--- src/rtl/send_buff.sv ---
// send_buff: transmit-side FIFO that drains {data, tag, dest} entries in strict
// push order onto an outbound valid/ready link, gated by link-level credits that
// mirror free slots in the downstream receive buffer.
module send_buff #(
    parameter int NUM_ENTRY   = 8,
    parameter int DATA_WIDTH  = 16,
    parameter int TAG_WIDTH   = 16,
    parameter int DEST_WIDTH  = 6,
    parameter int CREDIT_INIT = 8
) (
    input  logic                             clk,
    input  logic                             rst,
    input  logic                             wen,
    input  logic [DATA_WIDTH-1:0]            data_in,
    input  logic [TAG_WIDTH-1:0]             tag_in,
    input  logic [DEST_WIDTH-1:0]            dest_in,
    output logic                             full,
    output logic                             empty,
    output logic [$clog2(NUM_ENTRY):0]       count,
    output logic                             overflow,
    output logic                             tx_valid,
    input  logic                             tx_ready,
    output logic [DATA_WIDTH-1:0]            tx_data,
    output logic [TAG_WIDTH-1:0]             tx_tag,
    output logic [DEST_WIDTH-1:0]            tx_dest,
    input  logic                             credit_ret,
    output logic [$clog2(CREDIT_INIT):0]     credits
);

    localparam int AW = $clog2(NUM_ENTRY);
    localparam int CW = AW + 1;
    localparam int KW = $clog2(CREDIT_INIT) + 1;

    typedef struct packed {
        logic [DATA_WIDTH-1:0] data;
        logic [TAG_WIDTH-1:0]  tag;
        logic [DEST_WIDTH-1:0] dest;
    } entry_t;

    entry_t        mem [NUM_ENTRY];
    entry_t        head_entry;

    logic [AW-1:0] head_q, head_d;
    logic [AW-1:0] tail_q, tail_d;
    logic [CW-1:0] count_q, count_d;
    logic [KW-1:0] credits_q, credits_d;
    logic          overflow_q, overflow_d;

    logic          push;
    logic          xfer;

    // Status and handshake are combinational from the registered state only,
    // so tx_valid never depends on tx_ready.
    always_comb begin
        full       = (count_q == CW'(NUM_ENTRY));
        empty      = (count_q == '0);
        tx_valid   = !empty && (credits_q != '0);
        push       = wen && !full;
        xfer       = tx_valid && tx_ready;
        head_entry = mem[head_q];
        tx_data    = head_entry.data;
        tx_tag     = head_entry.tag;
        tx_dest    = head_entry.dest;
        count      = count_q;
        credits    = credits_q;
        overflow   = overflow_q;
    end

    // Entry storage: written at tail on an accepted push, never cleared.
    // The head is read without a register stage so the link sees it at once.
    always_ff @(posedge clk) begin
        if (push) begin
            mem[tail_q] <= '{data: data_in, tag: tag_in, dest: dest_in};
        end
    end

    // Next-state for pointers, occupancy, credits and the sticky overflow flag.
    always_comb begin
        head_d     = head_q;
        tail_d     = tail_q;
        count_d    = count_q;
        credits_d  = credits_q;
        overflow_d = overflow_q;

        if (push) begin
            tail_d = tail_q + AW'(1);
        end
        if (xfer) begin
            head_d = head_q + AW'(1);
        end
        if (wen && full) begin
            overflow_d = 1'b1;
        end

        unique case ({push, xfer})
            2'b10:   count_d = count_q + CW'(1);
            2'b01:   count_d = count_q - CW'(1);
            default: count_d = count_q;
        endcase

        // A return arriving while already at the initial credit count is a
        // protocol error upstream; it is absorbed so credits never exceed it.
        unique case ({xfer, credit_ret})
            2'b10:   credits_d = credits_q - KW'(1);
            2'b01:   credits_d = (credits_q == KW'(CREDIT_INIT)) ? credits_q
                                                                  : credits_q + KW'(1);
            default: credits_d = credits_q;
        endcase
    end

    // State register with synchronous reset; storage contents are left alone.
    always_ff @(posedge clk) begin
        if (rst) begin
            head_q     <= '0;
            tail_q     <= '0;
            count_q    <= '0;
            credits_q  <= KW'(CREDIT_INIT);
            overflow_q <= 1'b0;
        end else begin
            head_q     <= head_d;
            tail_q     <= tail_d;
            count_q    <= count_d;
            credits_q  <= credits_d;
            overflow_q <= overflow_d;
        end
    end

endmodule

--- config.mk ---
export PLATFORM = sky130hd
export DESIGN_NAME = send_buff
export DESIGN_NICKNAME = d
export VERILOG_FILES = /design/src/rtl/send_buff.sv
export SDC_FILE = /design/constraint.sdc
export NUM_CORES = 1
export LEC_CHECK = 0
export CAP_MARGIN = 15
export CORE_UTILIZATION = 50
export DETAILED_ROUTE_END_ITERATION = 7
export GPL_ROUTABILITY_DRIVEN = 0
export MAX_ROUTING_LAYER = met4
export PLACE_DENSITY_LB_ADDON = 0.2
export SYNTH_ARGS = -nofsm -noshare
export SYNTH_HDL_FRONTEND = slang
export SYNTH_SLANG_ARGS = --single-unit
export TNS_END_PERCENT = 10
--- constraint.sdc ---
create_clock -name clk -period 10.4 [get_ports clk]
set_input_delay 1.04 -clock clk [delete_from_list [all_inputs] [get_ports clk]]
set_output_delay 1.04 -clock clk [all_outputs]
set_load 0.02 [all_outputs]
==> results of run 1 <==
==> final cells by class <==
cell class              instances  area [um2]  share of cell area (%)
flip-flops and latches        322        9498                   63.87
multi-input cells             210        2860                   19.23
repair buffers                106        1026                   6.899
well taps                     324       405.4                   2.726
clock inverters                14       146.4                  0.9844
inverters                       3       11.26                 0.07573
clock buffers                  45       923.4                   6.210
==> metrics by stage <==
step	hold WS (ps)	area, um2	total power [mW]
2_1_floorplan	484.7	12470	2.235
3_3_place_gp	460.0	13800	2.524
3_5_place_dp	462.7	13800	2.547
4_1_cts	476.6	14870	3.706
5_1_grt	524.2	14870	3.817
6_report	468.5	14870	3.668
==> cells by family after synthesis <==
kind of cell               share of synthesized area (%)
muxes                                              17.52
DFF                                                76.07
adders and majority gates                         0.8626
xor gates and xnor gates                          0.6319
buffers and inverters                              1.394
AOI/OAI and AO/OA                                  1.424
and+or+nand+nor                                    2.096
==> power breakdown <==
| group | switching [mW] | internal, mW |
|---|---|---|
| clock | 0.461 | 0.699 |
| sequential | 0.104 | 1.52 |
| combinational | 0.407 | 0.477 |
==> worst min-delay path, stage by stage (launching register included) <==
cell and delay [ps]:
dfxtp_1 320, a21oi_1 40, nor2_1 70
==> state kept, by name, indices dropped and copies added (netlist names), named ones only <==
name,cells
mem,304
count,4
credits,4
head_q,3
tail_q,3
overflow,1
==> worst max-delay path by stage <==
stage	to	from	slack, ps	cells past startpoint
floorplan	mem[0][0]	wen	5100	2
global placement	tx_dest[4]	flop	6190	4
detailed placement	tx_dest[4]	flop	6160	4
CTS	tx_tag[2]	flop	5650	4
global route	tx_dest[4]	flop	5460	4
finish	tx_dest[5]	flop	5780	4
==> synth_stat cells (2+ instances only) <==
master / n / share of area (%)
a211oi_1: 3 / 0.18
a21oi_1: 9 / 0.36
buf_2: 10 / 0.40
buf_6: 6 / 0.54
clkbuf_1: 11 / 0.33
dfxtp_1: 18 / 2.9
edfxtp_1: 304 / 73
ha_1: 7 / 0.70
inv_1: 2 / 0.060
mux2_2: 38 / 3.4
mux2i_1: 2 / 0.16
mux4_2: 76 / 14
nand2_1: 4 / 0.12
nand2b_1: 4 / 0.20
nand3_1: 6 / 0.24
nor2_1: 16 / 0.48
nor2b_1: 4 / 0.20
nor3_1: 7 / 0.28
nor4_1: 3 / 0.15
o21ai_0: 2 / 0.080
xnor2_1: 2 / 0.14
xor2_1: 7 / 0.49
==> layer usage <==
layer | share of wire [%] | vias up | wire length, um | track usage [%]
met5 | 0 | - | 0 | -
met4 | 1.3 | 0 | 303 | 4.719
met3 | 6.1 | 27 | 1434 | 3.792
met2 | 51 | 191 | 12070 | 32.33
met1 | 42 | 3086 | 9885 | 25.14
li1 | - | 2583 | - | -
==> flow_metrics.env, run 1 <==
export IMPL_die_height_um=160.0
export IMPL_fin_util_pct=60.97
export IMPL_cap_violations=0
export IMPL_start_util_pct=51.14
export IMPL_dp_hpwl_mm=12.96
export IMPL_num_nets_final=728
export IMPL_tightest_slew_ps=1133
export IMPL_grt_max_degree=77
export IMPL_grt_pass1_vias=6243
export IMPL_syn2layout_area_growth_pct=19.21
export IMPL_ctsHoldBuffers=0
export IMPL_tritoncts="yes"
export IMPL_grt_pass1_wl_mm=36.29
export IMPL_period_share_pct=44.40
export IMPL_finalHoldViolations=0
export IMPL_ys_types=44
export IMPL_via_count=5887
export IMPL_p_per_area_mw_per_mm2=246.7
export IMPL_crit_family="buffers and inverters"
export IMPL_layout_commonest_cell="edfxtp_1"
export IMPL_clockRootBuffer="clkbuf_16"
export IMPL_overflow=0
export IMPL_r2r_slack_ps=7600
export IMPL_syn_inst=563
export IMPL_relSlewSlack_pct=24.50
export IMPL_layout_setup_ws_ps=5782
export IMPL_ys_ff_latch=322
export IMPL_syn_nets=614
export IMPL_syn_area_per_cell_um2=22.16
export IMPL_crit_arrival_ps=3580
export IMPL_crit_fanout=40
export IMPL_r2r_start="count[0]"
export IMPL_dp_cells=965
export IMPL_dpl_worst_slack_ps=6159
export IMPL_clk_pin_slew_ps=60
export IMPL_rsz0062_at_grt="false"
export IMPL_wire_per_inst_um=23.13
export IMPL_r2r_end="count[2]"
export IMPL_start_kind="flop"
export IMPL_path_cells="buf_4 > mux4_2 > mux2_2 > clkdlybuf4s50_1"
export IMPL_fmax_ghz=0.2165
export IMPL_drive_above_1_share_pct=27.14
export IMPL_slew_violations=0
export IMPL_io_pins=93
export IMPL_end_kind="output pin"
export IMPL_drcViolationCount=0
export IMPL_clockBufferDepth=3
export IMPL_cp_buffers_inverters=2
export IMPL_p_leak_nw=4.687
export IMPL_required_ps=9360
export IMPL_floorplan_die_width_um=160.0
export IMPL_fin_crit_ps=4618
export IMPL_hold_path_end="overflow"
export IMPL_setup_viol=0
export IMPL_synth_area_mm2=0.01247
export IMPL_dieArea_mm2=0.02558
export IMPL_ff2ff_path_depth=9
export IMPL_first_iter_violations=415
export IMPL_cpPeakStageDelay_ps=830
export IMPL_finalClockSkew_ps=25.96
export IMPL_antenna_found_initial=0
export IMPL_synthFlopType="edfxtp_1"
export IMPL_antenna_cells=0
export IMPL_core_area_mm2=0.02439
export IMPL_rows=57
export IMPL_synth_seq_area_share_pct=76.07
export IMPL_async_reset_ff_share_pct=0
export IMPL_ant_nets=0
export IMPL_portBuffers=92
export IMPL_n_fill_cell=1738
export IMPL_cts_made_buffers=34
export IMPL_cts_setup_buffers=0
export IMPL_firstDrtPassIters=4
export IMPL_final_cell_mix="edfxtp_1, clkdlybuf4s50_1, mux4_2"
export IMPL_min_path_cells=2
export IMPL_tns_ps=0
export IMPL_outcome="finished clean"
export IMPL_ir_drop_v=0.0001824
export IMPL_finalNonFillerCells=1024
export IMPL_clk_latency_ps=500
export IMPL_drt_wl_total_mm=23.69
export IMPL_min_delay_start="overflow"
export IMPL_worst_setup_path_type="reg2out"
export IMPL_synth_edff_count=304
export IMPL_post_cts_resize_count=0
export IMPL_htreeDepth=2
export IMPL_yosysWarnings=0
export IMPL_slowest_stage="dfxtp_4"
export IMPL_grtUsageTotal_pct=19.55
export IMPL_clkSinkCount=322
export IMPL_viasPerCell=5.749
export IMPL_timing_hold_worst_class="reg2reg"
No activity file was read; power rests on OpenSTA's default activity.
==> run 2: changes to the inputs <==
==> constraint.sdc (replaced) <==
create_clock -name clk -period 4.45 [get_ports clk]
set_input_delay 0.445 -clock clk [delete_from_list [all_inputs] [get_ports clk]]
set_output_delay 0.445 -clock clk [all_outputs]
set_load 0.02 [all_outputs]
==> flow_metrics.env, run 2 (same netlist as run 1, synthesis figures left out) <==
export IMPL_num_nets_final=725
export IMPL_portBuffers=92
export IMPL_finalClockSkew_ps=8.494
export IMPL_outcome="finished clean"
export IMPL_clkSinkCount=322
export IMPL_layout_commonest_cell="edfxtp_1"
export IMPL_core_area_mm2=0.02439
export IMPL_largest_reg_flops=304
export IMPL_viasPerCell=5.680
export IMPL_dieArea_mm2=0.02558
export IMPL_grtUsageTotal_pct=18.69
export IMPL_ir_drop_v=0.0004191
export IMPL_cap_violations=0
export IMPL_floorplan_die_width_um=160.0
export IMPL_wire_per_inst_um=22.05
export IMPL_n_fill_cell=1750
export IMPL_relSlewSlack_pct=37.88
export IMPL_final_cell_mix="edfxtp_1, clkdlybuf4s50_1, mux4_2"
export IMPL_setup_viol=0
export IMPL_seqCellArea_mm2=0.009498
export IMPL_rsz0062_at_grt="false"
export IMPL_p_per_area_mw_per_mm2=575.0
export IMPL_fmax_ghz=0.2926
export IMPL_crit_fanout=18
export IMPL_worst_setup_path_type="reg2out"
export IMPL_timing_hold_worst_class="reg2reg"
export IMPL_rows=57
export IMPL_p_leak_nw=4.680
export IMPL_slew_violations=0
export IMPL_overflow=0
export IMPL_clockRootBuffer="clkbuf_16"
export IMPL_tns_ps=0
export IMPL_clk_latency_ps=540
export IMPL_required_ps=4010
export IMPL_multi_input_area_mm2=0.002869
export IMPL_clockBufferDepth=3
export IMPL_first_iter_violations=327
export IMPL_grt_max_degree=63
export IMPL_drt_wl_total_mm=22.53
export IMPL_syn2layout_area_growth_pct=19.38
export IMPL_cts_made_buffers=31
export IMPL_via_count=5805
export IMPL_dp_hpwl_mm=12.36
export IMPL_tightest_slew_ps=931.9
export IMPL_drive_above_1_share_pct=27.94
export IMPL_post_cts_resize_count=0
export IMPL_antenna_found_initial=0
export IMPL_regMostFlops="mem"
export IMPL_finalHoldViolations=0
export IMPL_fin_crit_ps=3417
export IMPL_io_pins=93
export IMPL_crit_arrival_ps=2970
export IMPL_cts_setup_buffers=0
export IMPL_period_share_pct=76.79
export IMPL_htreeDepth=1
export IMPL_drcViolationCount=0
export IMPL_end_kind="output pin"
export IMPL_firstDrtPassIters=4
export IMPL_ctsHoldBuffers=0
export IMPL_placed_area_mm2=0.01382
export IMPL_grt_pass1_vias=6220
export IMPL_grt_pass1_wl_mm=35.36
export IMPL_clk_pin_slew_ps=60
export IMPL_tritoncts="yes"
export IMPL_antenna_cells=0
export IMPL_ant_nets=0
export IMPL_start_kind="flop"
export IMPL_die_height_um=160.0
export IMPL_final_cell_area_mm2=0.01489
export IMPL_start_util_pct=51.14
run 2: changes by cell type in the layout (fill, tap and decap cells not counted), sizes merged:
| cell | change |
|---|---|
| bufinv | +2 |
| clkbuf | -5 |
| clkinv | -2 |
| inv | -1 |
| clkinvlp | +4 |
run 2: metal layers:
metal	part of all wire, %	up-vias	track usage (%)
met5	0	-	-
met1	43	3060	24.24
li1	-	2577	-
met4	1.8	0	4.545
met2	50	135	31.09
met3	4.9	33	3.065
run 2: worst paths after layout:
| path | startpoint | end | slack (ps) | cells after the start |
|---|---|---|---|---|
| worst min-delay path | overflow | overflow | 480 | 2 |
| worst max register to register | count[0] | count[2] | 1630 | 9 |
| worst max-delay path | flop | tx_dest[5] | 1030 | 4 |
| worst min register to register | overflow | overflow | 480 | 2 |
run 2: through the flow:
step           hold WS [ps]  util (%)  instances  total power, mW  worst slack (ps)
6_report              484.1     61.05       1022            8.563              1033
5_1_grt               561.2     61.05       1022            8.923             862.3
4_1_cts               489.6     61.05       1022            8.663             950.0
3_5_place_dp          468.2     56.67        965            5.969              1509
3_3_place_gp          459.0     56.67        965            5.931              1534
2_1_floorplan         484.7         -        563            5.220             189.6
run 2: layout make-up:
type,instances,share of cell area [%]
well taps,324,2.722
clock inverters,17,1.546
repair buffers,106,6.974
flip-flops and latches,322,63.78
clock buffers,40,5.638
multi-input cells,210,19.27
inverters,3,0.07562
run 2: where the power goes:
part           leakage [nW]  switching (mW)  total [mW]  internal [mW]
logic                  1.26            1.00        2.13           1.13
registers              2.91           0.195        3.75           3.55
clock network         0.512            1.06        2.68           1.62
run 2: critical path: stages (launching register included):
cell and delay, ps:
dfxtp_4 580, buf_4 420, mux4_2 580, mux2_2 290, clkdlybuf4s50_1 550
==> run 3: changes to the inputs <==
==> constraint.sdc (replaced) <==
create_clock -name clk -period 2.9 [get_ports clk]
set_input_delay 0.29 -clock clk [delete_from_list [all_inputs] [get_ports clk]]
set_output_delay 0.29 -clock clk [all_outputs]
set_load 0.02 [all_outputs]
==> flow_metrics.env, run 3 (same netlist as run 1, synthesis figures left out) <==
export IMPL_ant_nets=0
export IMPL_outcome="finished clean"
export IMPL_p_leak_nw=4.881
export IMPL_crit_family="multiplexers"
export IMPL_grtUsageTotal_pct=19.72
export IMPL_slowest_stage="clkdlybuf4s50_1"
export IMPL_syn2layout_area_growth_pct=21.56
export IMPL_clockRootBuffer="clkbuf_16"
export IMPL_required_ps=2610
export IMPL_clk_pin_slew_ps=60
export IMPL_core_area_mm2=0.02439
export IMPL_final_cell_mix="edfxtp_1, clkdlybuf4s50_1, mux4_2"
export IMPL_fmax_ghz=0.3536
export IMPL_crit_fanout=7
export IMPL_crit_arrival_ps=2540
export IMPL_clk_latency_ps=500
export IMPL_grt_pass1_wl_mm=36.63
export IMPL_drcViolationCount=0
export IMPL_dpl_worst_slack_ps=291.9
export IMPL_via_count=5931
export IMPL_dieArea_mm2=0.02558
export IMPL_relSlewSlack_pct=50.94
export IMPL_finalNonFillerCells=1041
export IMPL_overflow=0
export IMPL_placed_area_mm2=0.01404
export IMPL_floorplan_die_width_um=160.0
export IMPL_finalClockSkew_ps=13.90
export IMPL_ir_drop_v=0.0007235
export IMPL_num_nets_final=743
export IMPL_viasPerCell=5.697
export IMPL_path_cells="buf_4 > mux4_2 > mux2_2 > clkdlybuf4s50_1"
export IMPL_cpPeakStageDelay_ps=550
export IMPL_tritoncts="yes"
export IMPL_timing_hold_worst_class="reg2reg"
export IMPL_regMostFlops="mem"
export IMPL_clkSinkCount=322
export IMPL_drt_wl_total_mm=23.60
export IMPL_end_kind="output pin"
export IMPL_slew_violations=0
export IMPL_io_pins=93
export IMPL_final_cell_area_mm2=0.01516
export IMPL_start_util_pct=51.14
export IMPL_dp_cells=977
export IMPL_tns_ps=0
export IMPL_cp_buffers_inverters=2
export IMPL_fin_util_pct=62.17
export IMPL_wire_per_inst_um=22.67
export IMPL_ctsHoldBuffers=0
export IMPL_rows=57
export IMPL_drive_above_1_share_pct=28.95
export IMPL_cts_made_buffers=34
export IMPL_start_kind="flop"
export IMPL_portBuffers=92
export IMPL_whs_ps=476.1
export IMPL_fin_crit_ps=2828
export IMPL_htreeDepth=2
export IMPL_layout_setup_ws_ps=71.73
export IMPL_setup_viol=0
export IMPL_layout_commonest_cell="edfxtp_1"
export IMPL_period_share_pct=97.53
export IMPL_die_height_um=160.0
export IMPL_firstDrtPassIters=6
export IMPL_grt_pass1_vias=6315
export IMPL_rsz0062_at_grt="true"
export IMPL_dp_hpwl_mm=13.23
export IMPL_cap_violations=0
export IMPL_finalHoldViolations=0
export IMPL_largest_reg_flops=304
export IMPL_worst_setup_path_type="reg2out"
export IMPL_tightest_slew_ps=733.6
export IMPL_first_iter_violations=314
export IMPL_p_per_area_mw_per_mm2=875.4
export IMPL_grt_max_degree=39
export IMPL_clockBufferDepth=3
export IMPL_power_total_mw=13.27
export IMPL_antenna_found_initial=2
[run 3: area by class of cell]
cell class / instances / area [um2]
diodes: 2 / 5.005
clock buffers: 42 / 902.1
clock inverters: 17 / 162.7
fillers: 1703 / 9226
inverters: 3 / 11.26
multi-input cells: 210 / 2894
flip-flops and latches: 322 / 9498
well taps: 324 / 405.4
repair buffers: 121 / 1286
[run 3: worst reg2reg max path: cells and delay by family, from the launching register on]
kind            cells  cell delay (ps)
simple gates        1              630
flops               1              380
fa+ha+maj           1              410
compound gates      5             1150
[run 3: what timing repair did]
action / 4_1_cts / 5_1_grt
buffers inserted: 3 / 0
setup endpoints to repair: 34 / 12
resized for setup: 0 / 11
[run 3: worst paths after layout]
path	start	end	slack, ps	cells after the start
max	flop	tx_data[14]	70	4
min	overflow	overflow	480	2
max reg2reg	credits[2]	credits[3]	260	7
min reg2reg	overflow	overflow	480	2
[run 3: where the power goes]
part	internal [mW]	leakage, nW	switching [mW]	total [mW]
registers	5.45	2.91	0.229	5.68
clock network	2.47	0.518	1.65	4.12
logic	1.82	1.45	1.65	3.47
total	9.75	4.88	3.53	13.3
[run 3: layer usage]
metal	wire length (um)	up-vias	global-route usage (%)
li1	-	2608	-
met1	10100	3082	25.71
met2	11670	195	32.00
met3	1329	46	3.870
met4	497	0	5.238
met5	0	-	-
